### config.mk
export PLATFORM = sky130hd
export DESIGN_NAME = bat_register_bank_flat
export DESIGN_NICKNAME = d
export VERILOG_FILES = /design/src/rtl/bat_register_bank_if.sv /design/src/rtl/bat_register_bank.sv /design/src/flat_wrapper.sv
export SDC_FILE = /design/constraint.sdc
export NUM_CORES = 1
export LEC_CHECK = 0
export BUFFER_PORTS_ARGS = -buffer_cell sky130_fd_sc_hd__buf_2
export CORE_MARGIN = 4
export CORE_UTILIZATION = 60
export DETAILED_ROUTE_END_ITERATION = 12
export GPL_ROUTABILITY_DRIVEN = 0
export PLACE_DENSITY = 0.81
export SLEW_MARGIN = 20
export SYNTH_ARGS = -nofsm -noshare
export SYNTH_HDL_FRONTEND = slang
export SYNTH_SLANG_ARGS = --single-unit
export TNS_END_PERCENT = 20
### constraint.sdc
create_clock -name CLK -period 4.6 [get_ports CLK]
set_clock_uncertainty 0.15 [all_clocks]
set_input_delay 1.38 -clock CLK [delete_from_list [all_inputs] [get_ports CLK]]
set_output_delay 1.38 -clock CLK [all_outputs]
set_load 0.01 [all_outputs]
### src/rtl/bat_register_bank_if.sv
// rtl/bat_register_bank_if.sv - strobe, bus and OUT-stream signals of the register bank
interface bat_register_bank_if #(
  parameter int WIDTH     = 8,
  parameter int OUT_DEPTH = 4
);
  localparam int CNT_W = $clog2(OUT_DEPTH) + 1;

  logic [7:0]       REGS_INC;
  logic [7:0]       REGS_RW;
  logic [7:0]       REGS_EN;
  logic [WIDTH-1:0] BUS_IN;
  logic [WIDTH-1:0] BUS_OUT;
  logic             BUS_DRIVE;
  logic             BUS_CONFLICT;
  logic [WIDTH-1:0] REG_A;
  logic [WIDTH-1:0] REG_B;
  logic [WIDTH-1:0] OUT_DATA;
  logic             OUT_VALID;
  logic             OUT_READY;
  logic             OUT_OVERRUN;
  logic [CNT_W-1:0] OUT_COUNT;

  // Controller / consumer side
  modport master (
    output REGS_INC, REGS_RW, REGS_EN, BUS_IN, OUT_READY,
    input  BUS_OUT, BUS_DRIVE, BUS_CONFLICT, REG_A, REG_B,
    input  OUT_DATA, OUT_VALID, OUT_OVERRUN, OUT_COUNT
  );

  // Register bank side
  modport slave (
    input  REGS_INC, REGS_RW, REGS_EN, BUS_IN, OUT_READY,
    output BUS_OUT, BUS_DRIVE, BUS_CONFLICT, REG_A, REG_B,
    output OUT_DATA, OUT_VALID, OUT_OVERRUN, OUT_COUNT
  );
endinterface

### src/rtl/bat_register_bank.sv
// rtl/bat_register_bank.sv - eight bus registers with increment, conflict flag and OUT FIFO
module bat_register_bank #(
  parameter int WIDTH     = 8,
  parameter int OUT_DEPTH = 4
) (
  input logic               CLK,
  input logic               RST,
  bat_register_bank_if.slave bus
);
  localparam int PTR_W = $clog2(OUT_DEPTH);
  localparam int CNT_W = PTR_W + 1;

  logic [WIDTH-1:0] r_regs [8];
  logic [WIDTH-1:0] r_mem  [OUT_DEPTH];
  logic [PTR_W-1:0] r_wptr;
  logic [PTR_W-1:0] r_rptr;
  logic [CNT_W-1:0] r_count;
  logic             r_conflict;
  logic             r_overrun;

  logic [7:0]       w_readers;
  logic [7:0]       w_loads;
  logic [7:0]       w_incs;
  logic             w_conflict;
  logic [WIDTH-1:0] w_bus_out;
  logic             w_push;
  logic             w_pop;
  logic             w_full;
  logic             w_push_ok;
  logic [WIDTH-1:0] w_r7_next;

  assign w_readers  = bus.REGS_EN & bus.REGS_RW;
  assign w_loads    = bus.REGS_EN & ~bus.REGS_RW;
  assign w_incs     = ~bus.REGS_EN & ~bus.REGS_RW & bus.REGS_INC;
  // Two or more readers: clearing the lowest set bit leaves something behind
  assign w_conflict = (w_readers & (w_readers - 8'd1)) != 8'd0;

  // Lowest-indexed reader wins the bus; nothing is driven when no register reads
  always_comb begin
    w_bus_out = '0;
    for (int i = 7; i >= 0; i--) begin
      if (w_readers[i]) w_bus_out = r_regs[i];
    end
  end

  assign bus.BUS_OUT   = w_bus_out;
  assign bus.BUS_DRIVE = |w_readers;

  // OUT pushes whatever value R7 takes on this edge
  assign w_r7_next = w_loads[7] ? bus.BUS_IN : r_regs[7] + WIDTH'(1);
  assign w_push    = w_loads[7] | w_incs[7];
  assign w_pop     = (r_count != '0) & bus.OUT_READY;
  assign w_full    = (r_count == CNT_W'(OUT_DEPTH));
  // A simultaneous pop frees the slot, so a full FIFO still accepts the push
  assign w_push_ok = w_push & (~w_full | w_pop);

  // Register file: load beats read beats increment, else hold
  always_ff @(posedge CLK) begin
    if (!RST) begin
      for (int i = 0; i < 8; i++) r_regs[i] <= '0;
    end else begin
      for (int i = 0; i < 8; i++) begin
        if (w_loads[i])     r_regs[i] <= bus.BUS_IN;
        else if (w_incs[i]) r_regs[i] <= r_regs[i] + WIDTH'(1);
      end
    end
  end

  // Sticky error flags, cleared only by reset
  always_ff @(posedge CLK) begin
    if (!RST) begin
      r_conflict <= 1'b0;
      r_overrun  <= 1'b0;
    end else begin
      if (w_conflict) r_conflict <= 1'b1;
      if (w_push && w_full && !w_pop) r_overrun <= 1'b1;
    end
  end

  // OUT FIFO storage and pointers; pointers wrap naturally at power-of-two depth
  always_ff @(posedge CLK) begin
    if (!RST) begin
      for (int i = 0; i < OUT_DEPTH; i++) r_mem[i] <= '0;
      r_wptr  <= '0;
      r_rptr  <= '0;
      r_count <= '0;
    end else begin
      if (w_push_ok) begin
        r_mem[r_wptr] <= w_r7_next;
        r_wptr        <= r_wptr + PTR_W'(1);
      end
      if (w_pop) r_rptr <= r_rptr + PTR_W'(1);
      case ({w_push_ok, w_pop})
        2'b10:   r_count <= r_count + CNT_W'(1);
        2'b01:   r_count <= r_count - CNT_W'(1);
        default: r_count <= r_count;
      endcase
    end
  end

  assign bus.BUS_CONFLICT = r_conflict;
  assign bus.OUT_OVERRUN  = r_overrun;
  assign bus.REG_A        = r_regs[0];
  assign bus.REG_B        = r_regs[1];
  assign bus.OUT_VALID    = (r_count != '0);
  assign bus.OUT_DATA     = (r_count != '0) ? r_mem[r_rptr] : '0;
  assign bus.OUT_COUNT    = r_count;
endmodule
### src/flat_wrapper.sv
// flat-port wrapper written by rule: the top's interface ports become plain ports
module bat_register_bank_flat 
#(
  parameter int WIDTH     = 8,
  parameter int OUT_DEPTH = 4
)
  (CLK, RST, bus_REGS_INC, bus_REGS_RW, bus_REGS_EN, bus_BUS_IN, bus_OUT_READY, bus_BUS_OUT, bus_BUS_DRIVE, bus_BUS_CONFLICT, bus_REG_A, bus_REG_B, bus_OUT_DATA, bus_OUT_VALID, bus_OUT_OVERRUN, bus_OUT_COUNT);
  bat_register_bank_if #(.WIDTH(WIDTH), .OUT_DEPTH(OUT_DEPTH)) bus_i ();
  input logic CLK;
  input logic RST;
  input wire logic [$bits(bus_i.REGS_INC)-1:0] bus_REGS_INC;
  input wire logic [$bits(bus_i.REGS_RW)-1:0] bus_REGS_RW;
  input wire logic [$bits(bus_i.REGS_EN)-1:0] bus_REGS_EN;
  input wire logic [$bits(bus_i.BUS_IN)-1:0] bus_BUS_IN;
  input wire logic [$bits(bus_i.OUT_READY)-1:0] bus_OUT_READY;
  output wire logic [$bits(bus_i.BUS_OUT)-1:0] bus_BUS_OUT;
  output wire logic [$bits(bus_i.BUS_DRIVE)-1:0] bus_BUS_DRIVE;
  output wire logic [$bits(bus_i.BUS_CONFLICT)-1:0] bus_BUS_CONFLICT;
  output wire logic [$bits(bus_i.REG_A)-1:0] bus_REG_A;
  output wire logic [$bits(bus_i.REG_B)-1:0] bus_REG_B;
  output wire logic [$bits(bus_i.OUT_DATA)-1:0] bus_OUT_DATA;
  output wire logic [$bits(bus_i.OUT_VALID)-1:0] bus_OUT_VALID;
  output wire logic [$bits(bus_i.OUT_OVERRUN)-1:0] bus_OUT_OVERRUN;
  output wire logic [$bits(bus_i.OUT_COUNT)-1:0] bus_OUT_COUNT;
  assign bus_i.REGS_INC = bus_REGS_INC;
  assign bus_i.REGS_RW = bus_REGS_RW;
  assign bus_i.REGS_EN = bus_REGS_EN;
  assign bus_i.BUS_IN = bus_BUS_IN;
  assign bus_i.OUT_READY = bus_OUT_READY;
  assign bus_BUS_OUT = bus_i.BUS_OUT;
  assign bus_BUS_DRIVE = bus_i.BUS_DRIVE;
  assign bus_BUS_CONFLICT = bus_i.BUS_CONFLICT;
  assign bus_REG_A = bus_i.REG_A;
  assign bus_REG_B = bus_i.REG_B;
  assign bus_OUT_DATA = bus_i.OUT_DATA;
  assign bus_OUT_VALID = bus_i.OUT_VALID;
  assign bus_OUT_OVERRUN = bus_i.OUT_OVERRUN;
  assign bus_OUT_COUNT = bus_i.OUT_COUNT;
  bat_register_bank #(.WIDTH(WIDTH), .OUT_DEPTH(OUT_DEPTH)) u_core (.CLK(CLK), .RST(RST), .bus(bus_i));
endmodule
---- Word level (Yosys, flattened, before mapping) ----
Memories as Yosys holds them, arrays and structs flattened. A register that Yosys moved wholly into a read port is not among the register bits.
Cells that the tools add are included.
word-level totals
  bits in registers ....................... 9
  latch bits .............................. 0
  RAM bits ................................ 96
  ROM bits ................................ 0
  bits of input ports ..................... 35
  logic and storage cells ................. 151
  memories kept ........................... 2
memory list
  memory         depth  bits a word  rd ports  clocked after Yosys merged registers in  wr ports  line                     text
  u_core.r_regs  8      8            8         0                                        8         bat_register_bank.sv:13  logic [WIDTH-1:0] r_regs [8];
  u_core.r_mem   4      8            1         1                                        4         bat_register_bank.sv:14  logic [WIDTH-1:0] r_mem [OUT_DEPTH];
cells by class
  add/sub/neg operators ................... 13
  $mul .................................... 0
  div/mod/pow operators ................... 0
  magnitude comparators ................... 0
  eq/ne operators ......................... 3
  shift operators ......................... 0
  mux-type cells .......................... 92
  bitwise operators ....................... 28
  reductions and logical operators ........ 8
operators by type and width
  cell                                                                 number
  8-bit 2-to-1 mux                                                     27
  8-bit by 1-bit adder with 8-bit output (second input constant)       8
  1-bit 2-to-1 mux                                                     61
  8-bit bitwise AND                                                    5
  1-bit bitwise OR                                                     18
  8-bit inverter                                                       2
  8-bit OR reduction                                                   2
  8-bit nonzero test                                                   1
  8-bit by 1-bit subtractor with 8-bit output (second input constant)  1
  2-bit 2-to-1 mux                                                     3
  3-bit case mux with 2 select lines                                   1
  2-bit by 1-bit adder with 2-bit output (second input constant)       2
  3-bit by 1-bit adder with 3-bit output (second input constant)       1
  3-bit == test (second input constant)                                1
  3-bit nonzero test                                                   1
  3-bit by 1-bit subtractor with 3-bit output (second input constant)  1
  1-bit bitwise AND                                                    2
  2-bit by 1-bit == test with 1-bit output (second input constant)     1
  2-bit == test (second input constant)                                1
  1-bit logical AND                                                    2
  2-bit nonzero test                                                   1
  1-bit zero test                                                      1
  1-bit inverter                                                       1

---- Depth between registers and ports, before layout ----
  depth after elaboration ................. 10
  gate-level depth with buffers ........... 9

---- Worst setup path after synthesis ----
OpenSTA, ideal clock, no wires.
  kind .................................... input-to-output
  start point ............................. in bus_REGS_EN[7]
  end point ............................... out bus_BUS_OUT[0]
  arrival time ............................ 2.381 ns
  required time ........................... 3.070 ns
  setup slack ............................. 0.689 ns
  stages on the path ...................... 6
  buffers on the path ..................... 2
  cells stage by stage .................... clkbuf_2 > clkbuf_1 > nand3_1 > o211ai_1 > a21oi_1 > a21oi_1
between the ends
  cells in the longest elaborated chain, start to end .. 9
RTL lines
  item                           line                     text
  start: declaration             flat_wrapper.sv:13       input wire logic [$bits(bus_i.REGS_EN)-1:0] bus_REGS_EN;
  8-bit bitwise AND              bat_register_bank.sv:32  assign w_readers = bus.REGS_EN & bus.REGS_RW;
  8-bit 2-to-1 mux (8 in a row)  bat_register_bank.sv:42  if (w_readers[i]) w_bus_out = r_regs[i];
  end: declaration               flat_wrapper.sv:16       output wire logic [$bits(bus_i.BUS_OUT)-1:0] bus_BUS_OUT;
Every way passes these cells.

---- Worst setup path after layout ----
  start point ............................. in bus_REGS_EN[2]
  end point ............................... out bus_BUS_OUT[1]
between the ends
  cells in the longest elaborated chain, start to end .. 4
RTL lines
  item                           line
  8-bit bitwise AND              bat_register_bank.sv:32
  8-bit 2-to-1 mux (3 in a row)  bat_register_bank.sv:42
Every way passes these cells.

==> metrics.txt <==
most common flop cell mapped by yosys sky130_fd_sc_hd__edfxtp_1; number of buffers created by CTS 9; total global-route track usage 29.1%; # Post-CTS Setup Buffers 0; fill cell total of the finished layout 848; Pwr per Cell Area 366 nW/um2; period utilisation layout 97.9%; DRC violation count after routing 0; critical path fanouts, max 15; number of synthesis warnings 0; post-synthesis compound-gate area fraction 17.4%; Die Span Y 114 um; xor-xnor portion of the synthesized cell area 5.07%; number of standard cells after synthesis 706; RR Endpoint u_core.r_mem[0][0]; CP Buf/Inv Count 2; Floorplan Core Area 10,900 um2; adder-cell share of the synthesized area 1.93%; number of cell rows 38; dominant combinational cell family by area after synthesis simple AND/OR/NAND/NOR gates; most frequent standard cell in the layout excluding fill and tap cells sky130_fd_sc_hd__edfxtp_1; accumulated negative setup slack 0 ns; vias after detailed routing 5,942; post-synthesis average cell area 9.54 um2; HPWL after detailed placement 13,000 um; class of the worst hold path reg2reg; worst vdd ir 0.000241 V; synth-to-layout area growth 8.65%; number of placed I/O pins 74; share of cells above drive strength 1 15.6%; area of the mapped netlist 6740 um2; reg-to-reg startpoint u_core.bus.OUT_COUNT[2]; vias per inst 6.78; synthesized-area fraction occupied by and/or/nand/nor cells 21.2%; Post-Place Cells 860; post-synthesis mux area share 2.82%; Worst Hold Launch u_core.bus.OUT_OVERRUN; asr flop ratio synth 0%; Max transition margin 41.9%; minimum setup slack among reg-to-reg paths 1.97 ns; total wire length 18,400 um; number of flops mapped to enable cells by yosys 96; Leak Pwr 2.69 nW; CTS Sinks 107; number of max-cap violations 0; Die X-Extent 114 um; worst endpoint data arrival time 2.98 ns; TritonCTS clock tree done; clock slew seen by the registers of the worst setup and hold paths 0.08 ns; worst path cell trace buf_2 -> a22o_1 -> a21oi_1 -> a222oi_1 -> a21oi_1 -> buf_2; peak clock frequency supported by timing 222 MHz; required time of the critical path 3.07 ns; Yosys cell types 64; post-synthesis sequential element count 107; most used cells in the layout excluding fill and tap cells 96 x sky130_fd_sc_hd__edfxtp_1, 87 x sky130_fd_sc_hd__nor2_1, 73 x sky130_fd_sc_hd__buf_2; largest net degree at the start of global routing 24; depth of the worst hold-timing path 2; number of detailed-route iterations in the first pass 8; outcome finished, final reports clean; kind of critical path in2out; GRT overflow 0; synthesized netlist net count 750; global-route wire length before repair 29,800 um; Finished Layout Cells 876; final hold violation count 0; final antenna-violating net count 0; routed len/inst 21.0 um; cell with the largest stage delay on the worst path sky130_fd_sc_hd__a21oi_1; CTS Root Cell sky130_fd_sc_hd__clkbuf_16; Hold Buf Count CTS 0; DRC violation total after the first TritonRoute iteration 680; max-slew violation total from the final report 0; number of buffers between clock root and the deepest sink 2; Worst Tran Pin Value 0.870 ns; endpoints failing setup 0; effective utilization at floorplan 61.6%; clock latency on the worst-skew pair 0.36 ns; number of global-route vias before repair 5,723; Total Nets Final 775; largest delay contributor family on the critical path compound AO/OA/AOI/OAI gates; initial antenna violation count 0; Critical Path Source Type primary input; CP max stage delay 0.51 ns; DIE AREA 13,000 um2; unrepaired setup endpoints after global routing no; Resized cells post-CTS 0; critical path capture point type output pin; cell depth of the worst flop-to-flop path 4; PortBufs 73; antenna cells 0; depth of the critical timing path with buffers and inverters included 6; end of the worst hold path u_core.bus.OUT_OVERRUN; htree depth 3; sequential fraction of the synthesis area 46.1%; time the worst path needs with I/O delays and setup 4.51 ns
==> area by class of cell <==
cell class,instances,area [um2],share of cell area [%]
timing repair buffer,79,410,5.61
clock buffer,10,250,3.42
inverter,14,52.6,0.718
clock inverter,6,72.6,0.991
sequential,107,3100,42.4
tap,140,175,2.39
multi-input combinational,520,3260,44.5
==> Yosys cell counts (7+ instances only) <==
| library cell | number | area (um2) |
|---|---|---|
| sky130_fd_sc_hd__a21oi_1 | 47 | 235 |
| sky130_fd_sc_hd__a222oi_1 | 8 | 80.1 |
| sky130_fd_sc_hd__a22oi_1 | 26 | 195 |
| sky130_fd_sc_hd__a32o_1 | 8 | 80.1 |
| sky130_fd_sc_hd__and2_1 | 15 | 93.8 |
| sky130_fd_sc_hd__buf_2 | 7 | 35.0 |
| sky130_fd_sc_hd__buf_4 | 17 | 128 |
| sky130_fd_sc_hd__clkbuf_1 | 34 | 128 |
| sky130_fd_sc_hd__dfxtp_1 | 11 | 220 |
| sky130_fd_sc_hd__edfxtp_1 | 96 | 2880 |
| sky130_fd_sc_hd__ha_1 | 8 | 100 |
| sky130_fd_sc_hd__inv_1 | 13 | 48.8 |
| sky130_fd_sc_hd__mux4_2 | 8 | 180 |
| sky130_fd_sc_hd__nand2_1 | 59 | 221 |
| sky130_fd_sc_hd__nand2b_1 | 11 | 68.8 |
| sky130_fd_sc_hd__nand3_1 | 57 | 285 |
| sky130_fd_sc_hd__nor2_1 | 87 | 327 |
| sky130_fd_sc_hd__nor3_1 | 20 | 100 |
| sky130_fd_sc_hd__o211ai_1 | 13 | 97.6 |
| sky130_fd_sc_hd__o21a_1 | 11 | 82.6 |
| sky130_fd_sc_hd__o21ai_0 | 32 | 160 |
| sky130_fd_sc_hd__xnor2_1 | 24 | 210 |
| sky130_fd_sc_hd__xor2_1 | 15 | 131 |
==> sequential cells by signal (all words and copies together) (netlist names), named ones only <==
register	flops
u_core.r_mem	32
u_core.bus.BUS_CONFLICT	1
u_core.bus.OUT_OVERRUN	1
u_core.r_rptr	2
u_core.r_wptr	2
u_core.bus.OUT_COUNT	3
u_core.r_regs	64
==> through the flow <==
stage	utilization (%)	setup WS [ns]	hold WS [ns]	cell area, um2	power (mW)
floorplan	-	0.689	0.335	6740	1.68
global route	66.9	0.0509	0.357	7320	2.79
finish	66.9	0.0943	0.340	7320	2.68
detailed placement	64.0	0.225	0.326	7000	1.86
CTS	66.9	0.186	0.345	7320	2.67
global placement	64.0	0.330	0.303	7000	1.84
==> power breakdown <==
| group | total [mW] | switching [mW] | internal (mW) |
|---|---|---|---|
| clock | 0.826 | 0.404 | 0.422 |
| sequential | 1.28 | 0.127 | 1.16 |
| combinational | 0.568 | 0.327 | 0.241 |
| total | 2.68 | 0.857 | 1.82 |
==> worst min-delay path, stage by stage, from the launching register on <==
cell	delay, ns
sky130_fd_sc_hd__dfxtp_1	0.33
sky130_fd_sc_hd__a21oi_1	0.04
sky130_fd_sc_hd__nor2_1	0.08
==> worst max-delay path by stage <==
stage / startpoint / endpoint / slack [ns]
detailed placement: bus_REGS_EN[1] / bus_BUS_OUT[1] / 0.23
global placement: bus_REGS_EN[2] / bus_BUS_OUT[3] / 0.33
global route: bus_REGS_EN[2] / bus_BUS_OUT[4] / 0.05
floorplan: bus_REGS_EN[7] / bus_BUS_OUT[0] / 0.69
finish: bus_REGS_EN[2] / bus_BUS_OUT[1] / 0.09
CTS: bus_REGS_EN[2] / bus_BUS_OUT[4] / 0.19
==> logic make-up after synthesis <==
family	count (synthesis)
and+or+nand+nor	288
AOI/OAI and AO/OA	174
DFF	107
buffers and inverters	79
xor gates and xnor gates	39
adders and majority gates	10
muxes	9
==> layer usage <==
layer	share of wire, %	vias up	GRT usage [%]
met5	0	-	0
met4	5.6	0	16.2
met3	9.0	95	5.20
met2	47	375	46.1
met1	38	2808	37.7
li1	-	2664	-
No activity file was read; power rests on OpenSTA's default activity.
